## config.mk

```make
export PLATFORM = sky130hd
export DESIGN_NAME = seqgen_53
export DESIGN_NICKNAME = d
export VERILOG_FILES = /design/src/rtl/seqgen_pkg.sv /design/src/rtl/seqgen_fifo.sv /design/src/rtl/seqgen_53.sv
export SDC_FILE = /design/constraint.sdc
export NUM_CORES = 1
export LEC_CHECK = 0
export BUFFER_PORTS_ARGS = -buffer_cell sky130_fd_sc_hd__buf_2
export CAP_MARGIN = 25
export CORE_UTILIZATION = 24
export CTS_CLUSTER_DIAMETER = 80
export DETAILED_ROUTE_END_ITERATION = 8
export GPL_ROUTABILITY_DRIVEN = 0
export PLACE_DENSITY = 0.45
export SLEW_MARGIN = 40
export SYNTH_ARGS = -nofsm -noshare
export SYNTH_HDL_FRONTEND = slang
export SYNTH_HIERARCHICAL = 1
export SYNTH_SLANG_ARGS = --single-unit
```

## constraint.sdc

```tcl
create_clock -name Clk -period 2.4 [get_ports Clk]
set_clock_uncertainty 0.2 [all_clocks]
set_input_delay 0.36 -clock Clk [delete_from_list [all_inputs] [get_ports Clk]]
set_output_delay 0.36 -clock Clk [all_outputs]
set_load 0.01 [all_outputs]
```

## src/rtl/seqgen_pkg.sv

```systemverilog
// Shared definitions for the seqgen serial byte transmitter.
//   SEQGEN_WIDTH    default bits per symbol
//   SEQGEN_DEPTH    default FIFO entries (power of two, >= 2)
//   SEQGEN_IDLE_BIT line level while nothing is being shifted
//   shift_state_e   shifter state encoding
package seqgen_pkg;

   localparam int   SEQGEN_WIDTH    = 8;
   localparam int   SEQGEN_DEPTH    = 4;
   localparam logic SEQGEN_IDLE_BIT = 1'b0;

   typedef enum logic {
      ST_IDLE  = 1'b0,
      ST_SHIFT = 1'b1
   } shift_state_e;

endpackage

```

## src/rtl/seqgen_fifo.sv

```systemverilog
// Synchronous FIFO feeding the seqgen shifter.
//   Clk    in   system clock
//   Reset  in   async active-low reset; empties the FIFO
//   push   in   write din at the rising edge (ignored when full)
//   pop    in   drop the head entry at the rising edge (ignored when empty)
//   din    in   WIDTH data to write
//   head   out  oldest entry (valid when !empty)
//   count  out  occupancy, 0..DEPTH
//   full   out  count == DEPTH
//   empty  out  count == 0
module seqgen_fifo #(
   parameter int WIDTH = 8,
   parameter int DEPTH = 4
) (
   input  logic                       Clk,
   input  logic                       Reset,
   input  logic                       push,
   input  logic                       pop,
   input  logic [WIDTH-1:0]           din,
   output logic [WIDTH-1:0]           head,
   output logic [$clog2(DEPTH+1)-1:0] count,
   output logic                       full,
   output logic                       empty
);

   localparam int PW = $clog2(DEPTH);
   localparam int CW = $clog2(DEPTH+1);

   logic [WIDTH-1:0] mem [DEPTH];
   logic [PW-1:0]    wr_ptr_q, wr_ptr_d;
   logic [PW-1:0]    rd_ptr_q, rd_ptr_d;
   logic [CW-1:0]    count_q, count_d;
   logic             push_ok, pop_ok;

   assign full    = (count_q == CW'(DEPTH));
   assign empty   = (count_q == '0);
   assign push_ok = push && !full;
   assign pop_ok  = pop && !empty;
   assign head    = mem[rd_ptr_q];
   assign count   = count_q;

   // Pointers wrap naturally because DEPTH is a power of two.
   always_comb begin
      wr_ptr_d = wr_ptr_q;
      rd_ptr_d = rd_ptr_q;
      count_d  = count_q;
      if (push_ok) wr_ptr_d = wr_ptr_q + PW'(1);
      if (pop_ok)  rd_ptr_d = rd_ptr_q + PW'(1);
      case ({push_ok, pop_ok})
         2'b10:   count_d = count_q + CW'(1);
         2'b01:   count_d = count_q - CW'(1);
         default: count_d = count_q;
      endcase
   end

   always_ff @(posedge Clk or negedge Reset) begin
      if (!Reset) begin
         wr_ptr_q <= '0;
         rd_ptr_q <= '0;
         count_q  <= '0;
      end else begin
         wr_ptr_q <= wr_ptr_d;
         rd_ptr_q <= rd_ptr_d;
         count_q  <= count_d;
      end
   end

   // Storage needs no reset: nothing is read until count says it was written.
   always_ff @(posedge Clk) begin
      if (push_ok) mem[wr_ptr_q] <= din;
   end

endmodule

```

## src/rtl/seqgen_53.sv

```systemverilog
// Serial byte transmitter: buffers bytes from a valid/ready handshake and
// shifts them out MSB-first, one bit per clock, back-to-back while queued.
//   Clk        in   system clock
//   Reset      in   async active-low reset
//   InData     in   byte to transmit
//   InValid    in   InData valid
//   InReady    out  FIFO can accept a byte this cycle
//   Out        out  serial bit (registered)
//   OutValid   out  Out carries a data bit (registered)
//   ByteStart  out  first (MSB) bit of a byte on Out (registered)
//   Busy       out  shifter active or FIFO non-empty
//   Count      out  FIFO occupancy, excluding the byte in the shifter
//
// state    | meaning
// ST_IDLE  | line at IDLE_BIT, waiting for a queued byte
// ST_SHIFT | a byte is on the line; bitcnt = bits left after the current one
module seqgen_53
   import seqgen_pkg::*;
#(
   parameter int   WIDTH    = SEQGEN_WIDTH,
   parameter int   DEPTH    = SEQGEN_DEPTH,
   parameter logic IDLE_BIT = SEQGEN_IDLE_BIT
) (
   input  logic                       Clk,
   input  logic                       Reset,
   input  logic [WIDTH-1:0]           InData,
   input  logic                       InValid,
   output logic                       InReady,
   output logic                       Out,
   output logic                       OutValid,
   output logic                       ByteStart,
   output logic                       Busy,
   output logic [$clog2(DEPTH+1)-1:0] Count
);

   localparam int BW = $clog2(WIDTH);
   localparam int CW = $clog2(DEPTH+1);

   shift_state_e     state_q, state_d;
   logic [WIDTH-1:0] shreg_q, shreg_d;
   logic [BW-1:0]    bitcnt_q, bitcnt_d;
   logic             out_valid_q, out_valid_d;
   logic             byte_start_q, byte_start_d;

   logic             fifo_push, fifo_pop;
   logic [WIDTH-1:0] fifo_head;
   logic [CW-1:0]    fifo_count;
   logic             fifo_full, fifo_empty;

   // Acceptance depends only on occupancy: a full FIFO refuses even when a
   // pop lands on the same edge, so InReady has no path from the shifter.
   assign InReady   = !fifo_full;
   assign fifo_push = InValid && !fifo_full;

   seqgen_fifo #(
      .WIDTH (WIDTH),
      .DEPTH (DEPTH)
   ) u_fifo (
      .Clk   (Clk),
      .Reset (Reset),
      .push  (fifo_push),
      .pop   (fifo_pop),
      .din   (InData),
      .head  (fifo_head),
      .count (fifo_count),
      .full  (fifo_full),
      .empty (fifo_empty)
   );

   // Out is the shift register MSB; idle fills keep the line at IDLE_BIT.
   always_comb begin
      state_d      = state_q;
      shreg_d      = shreg_q;
      bitcnt_d     = bitcnt_q;
      out_valid_d  = out_valid_q;
      byte_start_d = 1'b0;
      fifo_pop     = 1'b0;
      unique case (state_q)
         ST_IDLE: begin
            if (!fifo_empty) begin
               fifo_pop     = 1'b1;
               state_d      = ST_SHIFT;
               shreg_d      = fifo_head;
               bitcnt_d     = BW'(WIDTH-1);
               out_valid_d  = 1'b1;
               byte_start_d = 1'b1;
            end else begin
               shreg_d     = {WIDTH{IDLE_BIT}};
               out_valid_d = 1'b0;
            end
         end
         ST_SHIFT: begin
            if (bitcnt_q != '0) begin
               shreg_d  = {shreg_q[WIDTH-2:0], IDLE_BIT};
               bitcnt_d = bitcnt_q - BW'(1);
            end else if (!fifo_empty) begin
               // Reload on the last-bit edge so the stream has no gap.
               fifo_pop     = 1'b1;
               shreg_d      = fifo_head;
               bitcnt_d     = BW'(WIDTH-1);
               out_valid_d  = 1'b1;
               byte_start_d = 1'b1;
            end else begin
               state_d     = ST_IDLE;
               shreg_d     = {WIDTH{IDLE_BIT}};
               out_valid_d = 1'b0;
            end
         end
         default: begin
            state_d     = ST_IDLE;
            shreg_d     = {WIDTH{IDLE_BIT}};
            out_valid_d = 1'b0;
         end
      endcase
   end

   always_ff @(posedge Clk or negedge Reset) begin
      if (!Reset) begin
         state_q      <= ST_IDLE;
         shreg_q      <= {WIDTH{IDLE_BIT}};
         bitcnt_q     <= '0;
         out_valid_q  <= 1'b0;
         byte_start_q <= 1'b0;
      end else begin
         state_q      <= state_d;
         shreg_q      <= shreg_d;
         bitcnt_q     <= bitcnt_d;
         out_valid_q  <= out_valid_d;
         byte_start_q <= byte_start_d;
      end
   end

   assign Out       = shreg_q[WIDTH-1];
   assign OutValid  = out_valid_q;
   assign ByteStart = byte_start_q;
   assign Count     = fifo_count;
   assign Busy      = (state_q == ST_SHIFT) || (fifo_count != '0);

endmodule

```

* After elaboration in Yosys (flattened, before gate mapping)
Memories as Yosys holds them, arrays and structs flattened.
Index checks and enable logic that the tools add are counted.
** Word-level totals
- Register bits :: 21
- Word-level logic and storage cells :: 45
- Memory bits (writable) :: 32
- Memories kept :: 1
** Memories
- u_fifo.mem :: depth 4, width 8, rd ports 1, clocked after Yosys merged registers in 0, write ports 1, RTL line seqgen_fifo.sv:29 : logic [WIDTH-1:0] mem [DEPTH];
** Cells by class
- Equality and inequality tests :: 4
- Add/subtract/negate cells :: 5
- Reduce and logical (&&, ||, !) cells :: 10
- Bitwise logic cells :: 1
- Mux-type cells :: 16
** Operators with widths (count)
- 8-bit two-way mux :: 2
- 8-bit one-hot mux with 2 select lines :: 1
- 3-bit one-hot mux with 2 select lines :: 2
- 1-bit two-way mux :: 6
- 3-bit two-way mux :: 2
- 1-bit one-hot mux with 2 select lines :: 3
- 3-bit nonzero test :: 2
- 3-bit by 1-bit subtractor with 3-bit output, second input constant :: 2
- 2-bit by 1-bit adder with 2-bit output, second input constant :: 2
- 3-bit by 1-bit adder with 3-bit output, second input constant :: 1
- 3-bit equality test, second input constant :: 1
- 1-bit logical AND :: 3
- 3-bit logical NOT :: 1
- 2-bit by 1-bit equality test with 1-bit output, second input constant :: 1
- 2-bit equality test, second input constant :: 1
- 1-bit logical NOT :: 2
- 2-bit != test, second input constant :: 1
- 2-bit nonzero test :: 1
- 1-bit logical OR :: 1
- 1-bit NOT :: 1

* Logic depth before layout (Yosys ltp)
- Word-level depth :: 7
- Gate-level depth with buffers :: 13
- Depth with buffers taken out :: 12

* Hierarchy
The synthesis kept the hierarchy.
** By module, submodules not included
- seqgen_fifo :: cells each 79, times used 1, area an instance 1592.8 µm², seq. area each 1136.1 µm²
- seqgen_53 :: cells each 53, times used 1, area an instance 671.9 µm², seq. area each 350.3 µm²

* Worst setup path before layout
OpenSTA, ideal clock, no wires.
- Kind :: register to register
- Start point :: register bitcnt_q[0]
- End point :: register u_fifo.count_q[2] (netlist: u_fifo/count[2])
- Setup time :: 0.079 ns
- Stages on the path, launching flop included :: 14
- Clock period less this slack :: 2.585 ns
- Setup slack :: -0.185 ns
- Arrival :: 2.305 ns
- Data required time :: 2.121 ns
- Path buffers :: 1
- Cell sequence :: dfrtp_1 inv_1 ha_1 inv_2 o21ai_4 buf_8 nor2b_1 o31a_2 ha_1 inv_1 fa_1 xor2_1 nor2_1 xor2_1
** On the way
- Cells in the longest elaborated chain, start to end :: 6
** RTL lines
- start, declared :: RTL line seqgen_53.sv:41 : logic [BW-1:0] bitcnt_q, bitcnt_d;
- start signal, assigned :: RTL line seqgen_53.sv:127 : bitcnt_q <= bitcnt_d;
- 3-bit nonzero test (*) :: RTL line seqgen_53.sv:93 : if (bitcnt_q != '0) begin
- 1-bit two-way mux (*)
- 1-bit one-hot mux with 2 select lines (*)
- via byte_start_d :: RTL line seqgen_53.sv:43 : logic byte_start_q, byte_start_d;
- 1-bit logical AND (*) :: RTL line seqgen_fifo.sv:38 : assign pop_ok = pop && !empty;
- via u_fifo.pop_ok :: RTL line seqgen_fifo.sv:33 : logic push_ok, pop_ok;
- 2-bit by 1-bit equality test with 1-bit output or 2-bit equality test (tied branches) :: RTL line seqgen_fifo.sv:49 : case ({push_ok, pop_ok})
- 3-bit one-hot mux with 2 select lines or 2-bit nonzero test (tied branches)
- end signal, assigned :: RTL line seqgen_fifo.sv:64 : count_q <= count_d;
- end, declared :: RTL line seqgen_fifo.sv:32 : logic [CW-1:0] count_q, count_d;
Mark *: on every way through the listed nets, which the timed path passes. The rest lies on a longest branch.
A chain may end at the register's enable or synchronous reset.

* Final worst setup path
Same ends and word-level chain as after synthesis.

==> results.py <==
metrics = {
    "run_status": {
        "outcome": "finished, final reports clean",
    },
    "power": {
        "total_power_mw": 3.202,
        "power.density_mw_per_mm2": 1181,
        "ir_drop_mv": 0.2869,
        "leakage_nw": 1.068,
    },
    "worst_setup_path": {
        "arrival_ns": 2.33,
        "worst_ep_required_time_ns": 2.44,
        "crit_path_frequent_cell": "inv_2",
        "startpoint_type": "flip-flop",
        "path_max_fanout": 2,
        "cp-end-kind": "flip-flop",
        "worstSetupPathType": "reg -> reg",
        "critPathTopFamily": "adder cells",
        "crit_slowest_cell": "dfrtp_1",
        "crit_path_max_incr_delay_ns": 0.40,
        "crit_chain": "inv_2 > ha_4 > inv_2 > o21ai_4 > nor2b_4 > o31a_4 > ha_4 > inv_2 > fa_2 > xor2_1 > nor2_1 > xor2_1",
        "path_buf_inv": 3,
    },
    "grt": {
        "overflow": 0,
        "grt_max_degree": 22,
        "grt_pass1_vias": 1269,
        "grtUsageTotal": 0.08835,
        "antenna_found_initial": 0,
        "grt_first_pass_wirelength_mm": 6.389,
    },
    "routing": {
        "dr.pass1.iters": 5,
        "drt-total-wl_mm": 3.981,
        "routedWlPerCell_um": 14.37,
        "via_count": 1130,
        "vias_per_cell": 4.079,
        "post-route-drc-count": 0,
        "drt_iter0_drc": 51,
        "antenna_left": 0,
    },
    "placement": {
        "port_buffers": 18,
        "dpl_cell_area_mm2": 0.002527,
        "place_hpwl_mm": 2.648,
        "place_ws_ns": -0.007511,
    },
    "timing": {
        "min_period_ns": 2.291,
        "whs_ns": 0.05398,
        "grt_setup_unrepaired": "true",
        "min_period_over_period": 0.9544,
        "slew_headroom": 0.6675,
        "worst_pin_slew_ns": 0.4988,
        "finalMaxSlewViolations": 0,
        "fin_ws_ns": 0.1094,
        "fmax_mhz": 436.6,
        "hold_viol": 0,
        "setup_violations": 0,
    },
    "synthesis": {
        "synth_fp_nets": 151,
        "synthFlopType": "edfxtp_1",
        "ys_seq_elements": 53,
        "ys_seq_area_frac": 0.6564,
        "synth_area_per_cell_um2": 17.16,
        "synth_top_area_cell": "edfxtp_1",
        "yosys_warnings": 6,
        "synthCells": 132,
        "synthDistinctLibCells": 29,
        "syn_area_mm2": 0.002265,
        "synth_async_sr_flop_share": 0.3962,
        "synth_top_area_frac": 0.4243,
        "synthTopCellsByArea": "edfxtp_1 42%, dfrtp_1 23%, mux4_2 8.0%",
        "synth-edff-count": 32,
    },
    "worst_hold_path": {
        "min_path_type": "in -> reg",
    },
    "cts": {
        "cts-htree-levels": 2,
        "cts-root-buf": "clkbuf_8",
        "tritoncts.num_buffers": 5,
        "cts_tree": "yes",
        "path_clk_slew_ns": 0.10,
        "cts_sinks": 53,
        "clkLatencyLatePin_ns": 0.31,
        "clock_path_buffers": 2,
    },
    "die": {
        "io_pins": 19,
        "start_util": 0.2463,
        "rows": 35,
        "core_mm2": 0.009196,
        "die_w_um": 99.14,
        "die_area_mm2": 0.009829,
        "die_h_um": 99.14,
    },
    "cells_and_area": {
        "layout.nets": 184,
        "drive_above_1_share": 0.4096,
        "syn_to_final_growth_pct": 19.72,
        "diodes": 0,
        "utilization": 0.2948,
        "final_cell_area_mm2": 0.002711,
    },
    "flow_run": {
        "cap_violations": 0,
    },
}
## registers in the layout (all words and copies together), names as in the netlist
name / count
u_fifo/mem: 32
shreg_q: 8
bitcnt_q: 3
u_fifo/count: 3
u_fifo/rd_ptr_q: 2
u_fifo/wr_ptr_q: 2
ByteStart: 1
OutValid: 1
state_q: 1
## worst register-to-register path, stage by stage, from the launching register on
cell	delay [ns]
dfrtp_1	0.40
inv_2	0.08
ha_4	0.14
inv_2	0.05
o21ai_4	0.12
nor2b_4	0.17
o31a_4	0.16
ha_4	0.13
inv_2	0.04
fa_2	0.35
xor2_1	0.15
nor2_1	0.11
xor2_1	0.15
## final timing paths
kind                       slack, ns  depth (start not counted)        start                to
max in group asynchronous       1.31                          2        Reset       bitcnt_q[0]
hold reg to reg                 0.28                          1   shreg_q[4]        shreg_q[5]
hold / removal                  0.05                          1    InData[1]  u_fifo/mem[1][1]
setup / recovery                0.11                         12  bitcnt_q[0]   u_fifo/count[2]
setup reg to reg                0.11                         12  bitcnt_q[0]   u_fifo/count[2]
min in group asynchronous       0.34                          2        Reset        shreg_q[0]
## cell type report
cell class                      instances  area, um^2
Clock buffer                            6       72.57
Clock inverter                          2       38.79
Fill cell                             942        6485
Inverter                               11       41.29
Multi-Input combinational cell         64       750.7
Sequential cell                        53        1486
Tap cell                              111       138.9
Timing Repair Buffer                   30       182.7
## where the power goes
part	internal, mW	switching [mW]
clock	0.313	0.300
sequential	1.24	0.173
combinational	0.644	0.533
total	2.20	1.01
## layout by cell type, fill, tap and decap left out
| cell | netlist | layout |
|---|---|---|
| a21o_1 | 1 | 1 |
| a21oi_1 | 2 | 2 |
| and2_2 | 4 | 4 |
| and3b_1 | 1 | 1 |
| buf_2 | 2 | 18 |
| buf_4 | 0 | 11 |
| bufinv_16 | 0 | 1 |
| clkbuf_1 | 1 | 1 |
| clkbuf_8 | 0 | 5 |
| clkinv_4 | 0 | 1 |
| dfrtp_1 | 21 | 21 |
| dlygate4sd3_1 | 0 | 1 |
| edfxtp_1 | 32 | 32 |
| fa_2 | 0 | 1 |
| ha_1 | 7 | 5 |
| ha_4 | 0 | 2 |
| inv_1 | 10 | 7 |
| inv_2 | 1 | 4 |
| mux2_2 | 3 | 3 |
| mux2_4 | 5 | 5 |
| mux2i_1 | 4 | 4 |
| mux4_2 | 8 | 8 |
| nand2_1 | 2 | 2 |
| nand2b_1 | 1 | 1 |
| nor2_1 | 1 | 1 |
| nor2b_1 | 11 | 10 |
| nor2b_4 | 1 | 2 |
| nor3_1 | 2 | 2 |
| nor3b_4 | 1 | 1 |
| o21ai_4 | 1 | 1 |
| o31a_4 | 0 | 1 |
| or4_1 | 1 | 1 |
| xnor2_1 | 3 | 3 |
| xor2_1 | 3 | 3 |
## per-layer routing
layer / share of wire / wire length (um) / global-route usage / vias up
li1: - / - / - / 533
met1: 0.42 / 1655 / 0.1007 / 579
met2: 0.53 / 2128 / 0.1538 / 16
met3: 0.039 / 155 / 0.03162 / 2
met4: 0.011 / 42 / 0.03054 / 0
met5: 0 / 0 / 0 / -
## cell usage after synthesis (2+ instances only)
cell	count
buf_2	2
mux2i_1	4
xnor2_1	3
ha_1	7
a21oi_1	2
nor3_1	2
mux4_2	8
and2_2	4
xor2_1	3
edfxtp_1	32
mux2_4	5
nor2b_1	11
dfrtp_1	21
mux2_2	3
inv_1	10
nand2_1	2
## cell families after synthesis
family | after synthesis | share of synthesized area
muxes | 20 | 0.1453
adders and majority gates | 8 | 0.04751
AOI/OAI and AO/OA | 5 | 0.01934
buffers and inverters | 15 | 0.03094
xor gates and xnor gates | 6 | 0.02321
DFF | 53 | 0.6564
and+or+nand+nor | 25 | 0.07735
## timing repair
| action | in CTS | in global routing |
|---|---|---|
| setup buffers | 1 | 6 |
| cloned | 0 | 0 |
| resized for setup | 0 | 4 |
| pin swaps | 0 | 4 |
| hold buffers | 1 | 0 |
| setup endpoints to repair | 1 | 1 |
| endpoints found under the hold margin | 21 | 0 |
## metrics by stage
| step | TNS, ns | instances |
|---|---|---|
| floorplan | -0.06164 | 132 |
| global route | -0.001020 | 277 |
| detailed placement | -0.007511 | 261 |
| global placement | 0 | 261 |
| CTS | 0 | 271 |
| finish | 0 | 277 |
Note: power is estimated with default switching activity, not from simulation.
